--- config.mk ---
export PLATFORM = sky130hd
export DESIGN_NAME = sdram_frame_reader
export DESIGN_NICKNAME = d
export VERILOG_FILES = /design/src/rtl/sdram_frame_reader.sv
export SDC_FILE = /design/constraint.sdc
export NUM_CORES = 1
export LEC_CHECK = 0
export ABC_AREA = 1
export CAP_MARGIN = 10
export CORE_MARGIN = 2
export CORE_UTILIZATION = 48
export CTS_BUF_LIST = sky130_fd_sc_hd__clkbuf_8
export DETAILED_ROUTE_END_ITERATION = 16
export PLACE_DENSITY = 0.66
export SETUP_SLACK_MARGIN = 0.1
export SYNTH_ARGS = -nofsm -noshare
export SYNTH_HDL_FRONTEND = slang
export SYNTH_SLANG_ARGS = --single-unit
--- constraint.sdc ---
create_clock -name sdram_clk_i -period 8.03 [get_ports sdram_clk_i]
set_clock_uncertainty 0.15 [all_clocks]
set_input_delay 1.606 -clock sdram_clk_i [delete_from_list [all_inputs] [get_ports sdram_clk_i]]
set_output_delay 1.606 -clock sdram_clk_i [all_outputs]
set_load 0.05 [all_outputs]
--- src/rtl/sdram_frame_reader.sv ---
// SDRAM frame reader: walks a stored frame in fixed-length read bursts, buffers the
// returned beats in a first-word-fall-through FIFO and streams them out over valid/ready.
// Everything runs in the SDRAM clock domain.
// Optional feature macro: SDRAM_FRAME_READER_ERR_EN adds a sticky rd_err_o flag for
// stray or overflowing read beats.
module sdram_frame_reader #(
    parameter int unsigned ADDR_W      = 13,
    parameter int unsigned BANK_W      = 2,
    parameter int unsigned DATA_W      = 24,
    parameter int unsigned FRAME_WORDS = 8192,
    parameter int unsigned BURST_LEN   = 4,
    parameter int unsigned FIFO_DEPTH  = 16
) (
    input  logic              sdram_clk_i,
    input  logic              n_reset_i,
    input  logic              read_enable_i,
    input  logic [BANK_W-1:0] frame_bank_i,
    output logic              rd_req_o,
    output logic [ADDR_W-1:0] rd_addr_o,
    output logic [BANK_W-1:0] rd_bank_o,
    input  logic              rd_ack_i,
    input  logic              rd_valid_i,
    input  logic [DATA_W-1:0] rd_data_i,
    output logic [DATA_W-1:0] pix_data_o,
    output logic              pix_valid_o,
    input  logic              pix_ready_i,
    output logic              frame_start_o,
    output logic              frame_done_o
`ifdef SDRAM_FRAME_READER_ERR_EN
    ,
    output logic              rd_err_o
`endif
);

    localparam int unsigned PTR_W  = (FIFO_DEPTH > 1) ? $clog2(FIFO_DEPTH) : 1;
    localparam int unsigned CNT_W  = $clog2(FIFO_DEPTH + 1);
    localparam int unsigned BEAT_W = $clog2(BURST_LEN + 1);

    localparam logic [ADDR_W-1:0] LastBurstAddr = ADDR_W'(FRAME_WORDS - BURST_LEN);
    localparam logic [ADDR_W-1:0] BurstStep     = ADDR_W'(BURST_LEN);
    localparam logic [CNT_W-1:0]  DepthCnt      = CNT_W'(FIFO_DEPTH);
    localparam logic [CNT_W-1:0]  BurstCnt      = CNT_W'(BURST_LEN);
    localparam logic [BEAT_W-1:0] LastBeat      = BEAT_W'(BURST_LEN - 1);

    typedef enum logic [2:0] {
        StIdle,
        StWaitSpace,
        StReq,
        StRecv,
        StFrameEnd
    } state_e;

    state_e              state_q, state_d;
    logic [ADDR_W-1:0]   addr_q, addr_d;
    logic [BANK_W-1:0]   bank_q, bank_d;
    logic [BEAT_W-1:0]   beat_q, beat_d;
    logic                frame_start_q, frame_start_d;

    logic [DATA_W-1:0]   mem_q [FIFO_DEPTH];
    logic [PTR_W-1:0]    wr_ptr_q, wr_ptr_d;
    logic [PTR_W-1:0]    rd_ptr_q, rd_ptr_d;
    logic [CNT_W-1:0]    count_q, count_d;

    logic in_recv;
    logic recv_beat;
    logic full;
    logic push;
    logic pop;

    assign in_recv   = (state_q == StRecv);
    // A beat counts towards the burst even if it had to be dropped, so the FSM stays in
    // step with the controller.
    assign recv_beat = in_recv & rd_valid_i;
    assign full      = (count_q == DepthCnt);
    assign push      = recv_beat & ~full;
    assign pop       = pix_valid_o & pix_ready_i;

    // Next-state logic for the burst walker.
    always_comb begin
        state_d       = state_q;
        addr_d        = addr_q;
        bank_d        = bank_q;
        beat_d        = beat_q;
        frame_start_d = 1'b0;
        unique case (state_q)
            StIdle: begin
                if (read_enable_i) begin
                    state_d       = StWaitSpace;
                    addr_d        = '0;
                    bank_d        = frame_bank_i;
                    frame_start_d = 1'b1;
                end
            end
            StWaitSpace: begin
                // Reserve room for the whole burst so returned beats can never overflow.
                if ((DepthCnt - count_q) >= BurstCnt) begin
                    state_d = StReq;
                end
            end
            StReq: begin
                if (rd_ack_i) begin
                    beat_d  = '0;
                    state_d = StRecv;
                end
            end
            StRecv: begin
                if (recv_beat) begin
                    beat_d = beat_q + BEAT_W'(1);
                    if (beat_q == LastBeat) begin
                        if (addr_q == LastBurstAddr) begin
                            addr_d  = '0;
                            state_d = StFrameEnd;
                        end else begin
                            addr_d  = addr_q + BurstStep;
                            state_d = read_enable_i ? StWaitSpace : StIdle;
                        end
                    end
                end
            end
            StFrameEnd: begin
                if (read_enable_i) begin
                    state_d       = StWaitSpace;
                    addr_d        = '0;
                    bank_d        = frame_bank_i;
                    frame_start_d = 1'b1;
                end else begin
                    state_d = StIdle;
                end
            end
            default: state_d = StIdle;
        endcase
    end

    // FSM and address registers.
    always_ff @(posedge sdram_clk_i or negedge n_reset_i) begin
        if (!n_reset_i) begin
            state_q       <= StIdle;
            addr_q        <= '0;
            bank_q        <= '0;
            beat_q        <= '0;
            frame_start_q <= 1'b0;
        end else begin
            state_q       <= state_d;
            addr_q        <= addr_d;
            bank_q        <= bank_d;
            beat_q        <= beat_d;
            frame_start_q <= frame_start_d;
        end
    end

    // FIFO pointer and occupancy update; push and pop may coincide.
    always_comb begin
        wr_ptr_d = wr_ptr_q;
        rd_ptr_d = rd_ptr_q;
        count_d  = count_q;
        if (push) begin
            wr_ptr_d = wr_ptr_q + PTR_W'(1);
        end
        if (pop) begin
            rd_ptr_d = rd_ptr_q + PTR_W'(1);
        end
        if (push && !pop) begin
            count_d = count_q + CNT_W'(1);
        end else if (pop && !push) begin
            count_d = count_q - CNT_W'(1);
        end
    end

    // FIFO control registers.
    always_ff @(posedge sdram_clk_i or negedge n_reset_i) begin
        if (!n_reset_i) begin
            wr_ptr_q <= '0;
            rd_ptr_q <= '0;
            count_q  <= '0;
        end else begin
            wr_ptr_q <= wr_ptr_d;
            rd_ptr_q <= rd_ptr_d;
            count_q  <= count_d;
        end
    end

    // FIFO storage; contents are don't-care until written, so no reset.
    always_ff @(posedge sdram_clk_i) begin
        if (push) begin
            mem_q[wr_ptr_q] <= rd_data_i;
        end
    end

    assign rd_req_o      = (state_q == StReq);
    assign rd_addr_o     = addr_q;
    assign rd_bank_o     = bank_q;
    assign frame_start_o = frame_start_q;
    assign frame_done_o  = (state_q == StFrameEnd);
    assign pix_valid_o   = (count_q != '0);
    // Masked while empty so the output reads zero out of reset.
    assign pix_data_o    = pix_valid_o ? mem_q[rd_ptr_q] : '0;

`ifdef SDRAM_FRAME_READER_ERR_EN
    logic err_q;

    // Sticky flag for beats that arrive outside a burst or into a full FIFO.
    always_ff @(posedge sdram_clk_i or negedge n_reset_i) begin
        if (!n_reset_i) begin
            err_q <= 1'b0;
        end else if (rd_valid_i && (!in_recv || full)) begin
            err_q <= 1'b1;
        end
    end

    assign rd_err_o = err_q;
`endif

endmodule

==> results.cfg, run 1 <==
[sta]
fin_crit_ns = 5.86
whs_ns = 0.330
maxSlewViolCount = 0
setup_tns_ns = 0
setup_viol = 0
slew_headroom = 0.227
fmax_mhz = 171
tightest_slew_ns = 1.16
finalHoldViolCount = 0
period_share = 0.730
rsz0062_at_grt = false

[clock_network]
ctsResizeCount = 0
max-clock-path-buffers = 3
htreeDepth = 3
postCtsSetupBuffers = 0
clk_pin_slew_ns = 0.06
cts_root_buf = clkbuf_8
numCtsBuffers = 70
clock-sinks = 417
holdBufCountCts = 0
cts_tree = built
clk_latency_ns = 0.60

[critical_path]
cpMostUsedCell = nand3_1
crit_path_cell_trace = inv_2, buf_4, nand3_1, nand3_1, nand3_1, a21oi_1, clkdlybuf4s50_1
startpoint = rd_ptr_q[1]
cp_num_buf_inv = 3
cp_top_family = buffers and inverters
setup.worst_path.start_class = register
endpoint_kind = output port
rr_endpoint = count_q[4]
r2r-start = count_q[2]
rrSetupSlack_ns = 4.72
required_ns = 6.27
arrival_ns = 4.11
critPathMaxFanout = 55
reg2reg_depth = 15
critical-path-max-stage-delay_ns = 0.85
cp_slowest_cell = clkdlybuf4s50_1
critical_path_class = register to output port

[floorplan]
start_util = 0.489
dieArea_um2 = 38000
io_pins = 75
row_count = 69
dieHeight_um = 195
core-area_um2 = 35700
die_w_um = 195

[final_layout]
postLayoutCoreUtil = 0.555
antennaDiodeCount = 0
nets = 1717
mostFrequentLayoutCells = nand2_1 (418), edfxtp_1 (384), nor2_1 (218), nand3_1 (181), inv_1 (106)
layout_commonest_cell = nand2_1
drive_above_1_share = 0.0705
area_growth_pct = 13.5
nFillCells = 3059
final_cell_area_um2 = 19800

[route]
first_pass_iters = 5
wirelength_um = 40700
drt_iter0_drc = 935
vias = 11567
drtAntennaViolNets = 0
routed_via_density = 5.31
drc = 0
wl_per_cell_um = 18.7

[logic_synthesis]
ys_seq_area_frac = 0.706
yosys_most_used_dff = edfxtp_1
synthArstFlopShare = 0.0791
syn_inst = 1596
synth_cell_types = 32
post_synth.cell_area_avg_um2 = 11.0
netlist_area_um2 = 17500
synth-edff-count = 384
yosys_warnings = 0
synth-seq-cells = 417

[hold_path]
holdCritStartpoint = beat_q[1]
hold_depth = 2
min_path_type = register to register
worstHoldEndpoint = beat_q[1]

[power_and_ir_drop]
vdd_drop_max_v = 0.000216
p_leak_nw = 7.55
p_per_area_nw_per_um2 = 363

[grt]
grt.total_usage = 0.217
grt_pass1_wl_um = 62900
grt_max_degree = 121
grt.overflow.total = 0
antenna_found_initial = 0
grt_pass1_vias = 11409

[flow_run]
maxCapViolations = 0

[place]
port_buffers = 72
dpl.hpwl_um = 20000
place_congestion = 0.771
postPlaceCellArea_um2 = 18700

[status]
status = finished clean
-- synthesized netlist by cell type (10+ instances only) --
master / number / area share
dfrtp_1: 33 / 0.047
nor2_1: 234 / 0.050
clkbuf_1: 36 / 0.0077
buf_2: 26 / 0.0074
nand2_1: 418 / 0.090
edfxtp_1: 384 / 0.66
ha_1: 15 / 0.011
buf_1: 16 / 0.0034
xor2_1: 10 / 0.0050
nand3_1: 181 / 0.052
a21oi_1: 29 / 0.0083
o21ai_0: 105 / 0.030
inv_1: 81 / 0.017
-- per-stage QoR --
step	total power [W]	worst slack, ns	std cells
2_1_floorplan	0.00472	4.25	1597
3_3_place_gp	0.00557	2.86	2058
3_5_place_dp	0.00561	2.81	2058
4_1_cts	0.00726	2.16	2178
5_1_grt	0.00764	1.97	2178
6_report	0.00720	2.17	2178
-- worst min-delay path: stages, from the launching register on --
cell	delay (ns)
dfrtp_1	0.34
nand2_1	0.05
nand2_1	0.05
-- report_power, final --
group | switching [W] | total, W | internal, W
combinational | 0.00207 | 0.00295 | 0.000881
sequential | 0.000117 | 0.00261 | 0.00249
clock | 0.000825 | 0.00164 | 0.000817
total | 0.00301 | 0.00720 | 0.00419
-- final cells by class --
| cell class | instances | area, um^2 | area share |
|---|---|---|---|
| clock buffer | 70 | 963 | 0.0485 |
| clock inverter | 50 | 231 | 0.0117 |
| inverter | 84 | 318 | 0.0160 |
| multi-input combinational | 1013 | 4580 | 0.231 |
| sequential | 417 | 12400 | 0.623 |
| tap | 461 | 577 | 0.0291 |
| timing repair buffer | 83 | 816 | 0.0411 |
-- registers in the layout, summed over array words and instances, names as in the netlist --
register	flops
mem_q	384
rd_addr_o	11
count_q	5
rd_ptr_q	4
beat_q	3
rd_bank_o	2
frame_start_o	1
state_q	3
wr_ptr_q	4
-- cells by family after synthesis --
group / Yosys count / share of synthesized area
other cells: 1 / 0.000214
buf+inv: 167 / 0.0390
fa+ha+maj: 16 / 0.0119
xor+xnor: 11 / 0.00551
flops: 417 / 0.706
simple gates: 845 / 0.197
compound gates: 139 / 0.0404
-- worst max path at each step --
stage	endpoint	slack [ns]	cells after the start
finish	pix_data_o[20]	2.17	7
global route	pix_data_o[20]	1.97	7
floorplan	pix_data_o[18]	4.25	10
detailed placement	pix_data_o[10]	2.81	7
global placement	pix_data_o[10]	2.86	7
CTS	pix_data_o[20]	2.16	7
-- routing by layer --
layer / up-vias / track usage / part of all wire / wire length [um]
met1: 5557 / 0.285 / 0.43 / 17600
met4: 0 / 0.0811 / 0.026 / 1050
li1: 5546 / - / - / -
met5: - / 0 / 0 / 0
met2: 375 / 0.360 / 0.48 / 19700
met3: 89 / 0.0401 / 0.057 / 2330
Note: power is estimated with default switching activity, not from simulation.
==> run 2, diff against run 1 <==
Clock period 8.03 ns to 5.7 ns, I/O delays scaled along.
==> run 2 against run 1 <==
  * Via count is 0.92% higher
  * Worst hold slack got worse by 0.0029 ns
  * Critical endpoint is now pix_data_o[10]
  * Global-route usage is essentially flat
  * Critical path depth increased by 2
  * Highest routed layer unchanged
  * Flip-flop and latch count is the same
  * Routed wire length hardly changed
  * Core utilization rose by 0.15 points
==> results.cfg, run 2 (synthesis gave the netlist of run 1 again) <==
[clock_network]
clk_latency_ns = 0.59
clock-sinks = 417
postCtsSetupBuffers = 0
numCtsBuffers = 70
clk_pin_slew_ns = 0.06
ctsResizeCount = 0
cts_tree = built
htreeDepth = 3
cts_root_buf = clkbuf_8
max-clock-path-buffers = 3
holdBufCountCts = 0

[critical_path]
required_ns = 4.41
endpoint_kind = output port
critPathMaxFanout = 97
critical_path_class = register to output port
arrival_ns = 3.80
setup.worst_path.start_class = register
rrSetupSlack_ns = 1.91

[power_and_ir_drop]
vdd_drop_max_v = 0.000418
power_frac_comb = 0.410
p_per_area_nw_per_um2 = 514
clkPwrFrac = 0.231
seqPwrFrac = 0.360
p_leak_nw = 7.58
switching_share = 0.416
p_total_w = 0.0102
intPower_w = 0.00597
power_switching_w = 0.00425

[grt]
grt_pass1_vias = 11410
antenna_found_initial = 0
grt.total_usage = 0.217
grt_pass1_wl_um = 63600
grt_max_degree = 194
grt.overflow.total = 0

[final_layout]
nets = 1719
area_growth_pct = 13.8
antennaDiodeCount = 0
largest_reg_flops = 384
largest-register = mem_q
mostFrequentLayoutCells = nand2_1 (418), edfxtp_1 (384), nor2_1 (218), nand3_1 (181)
drive_above_1_share = 0.0714
layout_commonest_cell = nand2_1

[sta]
period_share = 0.893
fmax_mhz = 197
fin_crit_ns = 5.09
setup_tns_ns = 0
tightest_slew_ns = 1.14
maxSlewViolCount = 0
finalHoldViolCount = 0
rsz0062_at_grt = false
whs_ns = 0.327
slew_headroom = 0.240
setup_viol = 0

[floorplan]
row_count = 69
die_w_um = 195
core-area_um2 = 35700
dieHeight_um = 195
start_util = 0.489
dieArea_um2 = 38000
io_pins = 75

[status]
status = finished clean

[route]
first_pass_iters = 5
routed_via_density = 5.35
wl_per_cell_um = 18.6
vias = 11673
drtAntennaViolNets = 0
drc = 0
wirelength_um = 40700
drt_iter0_drc = 1216

[flow_run]
maxCapViolations = 0

[place]
place_congestion = 0.756
port_buffers = 72
dpl.hpwl_um = 20100

[hold_path]
min_path_type = register to register
[run 2: final timing paths]
check                             start        endpoint  cells past startpoint
setup / recovery            rd_ptr_q[0]  pix_data_o[10]                      9
min in group asynchronous     n_reset_i    rd_addr_o[3]                      2
max in group asynchronous     n_reset_i     rd_ptr_q[1]                      2
hold / removal             rd_bank_o[0]    rd_bank_o[0]                      2
setup reg to reg             count_q[2]      count_q[4]                     14
hold reg to reg            rd_bank_o[0]    rd_bank_o[0]                      2
[run 2: area by class of cell]
class,instances,area [um^2]
multi-input combinational,1013,4580
inverter,84,318
fill,3052,15800
tap,461,577
clock inverter,49,204
clock buffer,74,1020
sequential,417,12400
timing repair buffer,85,843
[run 2: per-stage QoR]
stage / worst slack, ns / util / std cells / instance area (um^2)
detailed placement: 1.24 / 0.523 / 2060 / 18700
global placement: 1.26 / 0.523 / 2060 / 18700
finish: 0.612 / 0.557 / 2183 / 19900
CTS: 0.591 / 0.557 / 2183 / 19900
floorplan: 2.39 / - / 1597 / 17500
global route: 0.388 / 0.557 / 2183 / 19900
[run 2: metal layers]
metal,share of wire,wire (um),GRT usage,vias up
li1,-,-,-,5565
met5,0,0,0,-
met4,0.022,888,0.0732,0
met2,0.47,19000,0.347,381
met3,0.065,2630,0.0378,76
met1,0.45,18100,0.303,5651
[run 2: worst max-delay path, cell delays in order (launching register included)]
cell and delay (ns):
dfrtp_4 0.51, inv_4 0.71, buf_4 0.48, nand2_1 0.10, nand2_1 0.07, nand2_1 0.05
nand3_1 0.11, nand3_1 0.09, a21oi_1 0.17, clkdlybuf4s50_1 0.83
[run 2: power by group through the flow]
stage | combinational [W] | clock, W | sequential (W)
global placement | 0.00415 | 0 | 0.00373
floorplan | 0.00288 | 0 | 0.00376
global route | 0.00458 | 0.00253 | 0.00370
finish | 0.00419 | 0.00236 | 0.00368
CTS | 0.00421 | 0.00240 | 0.00367
detailed placement | 0.00419 | 0 | 0.00374
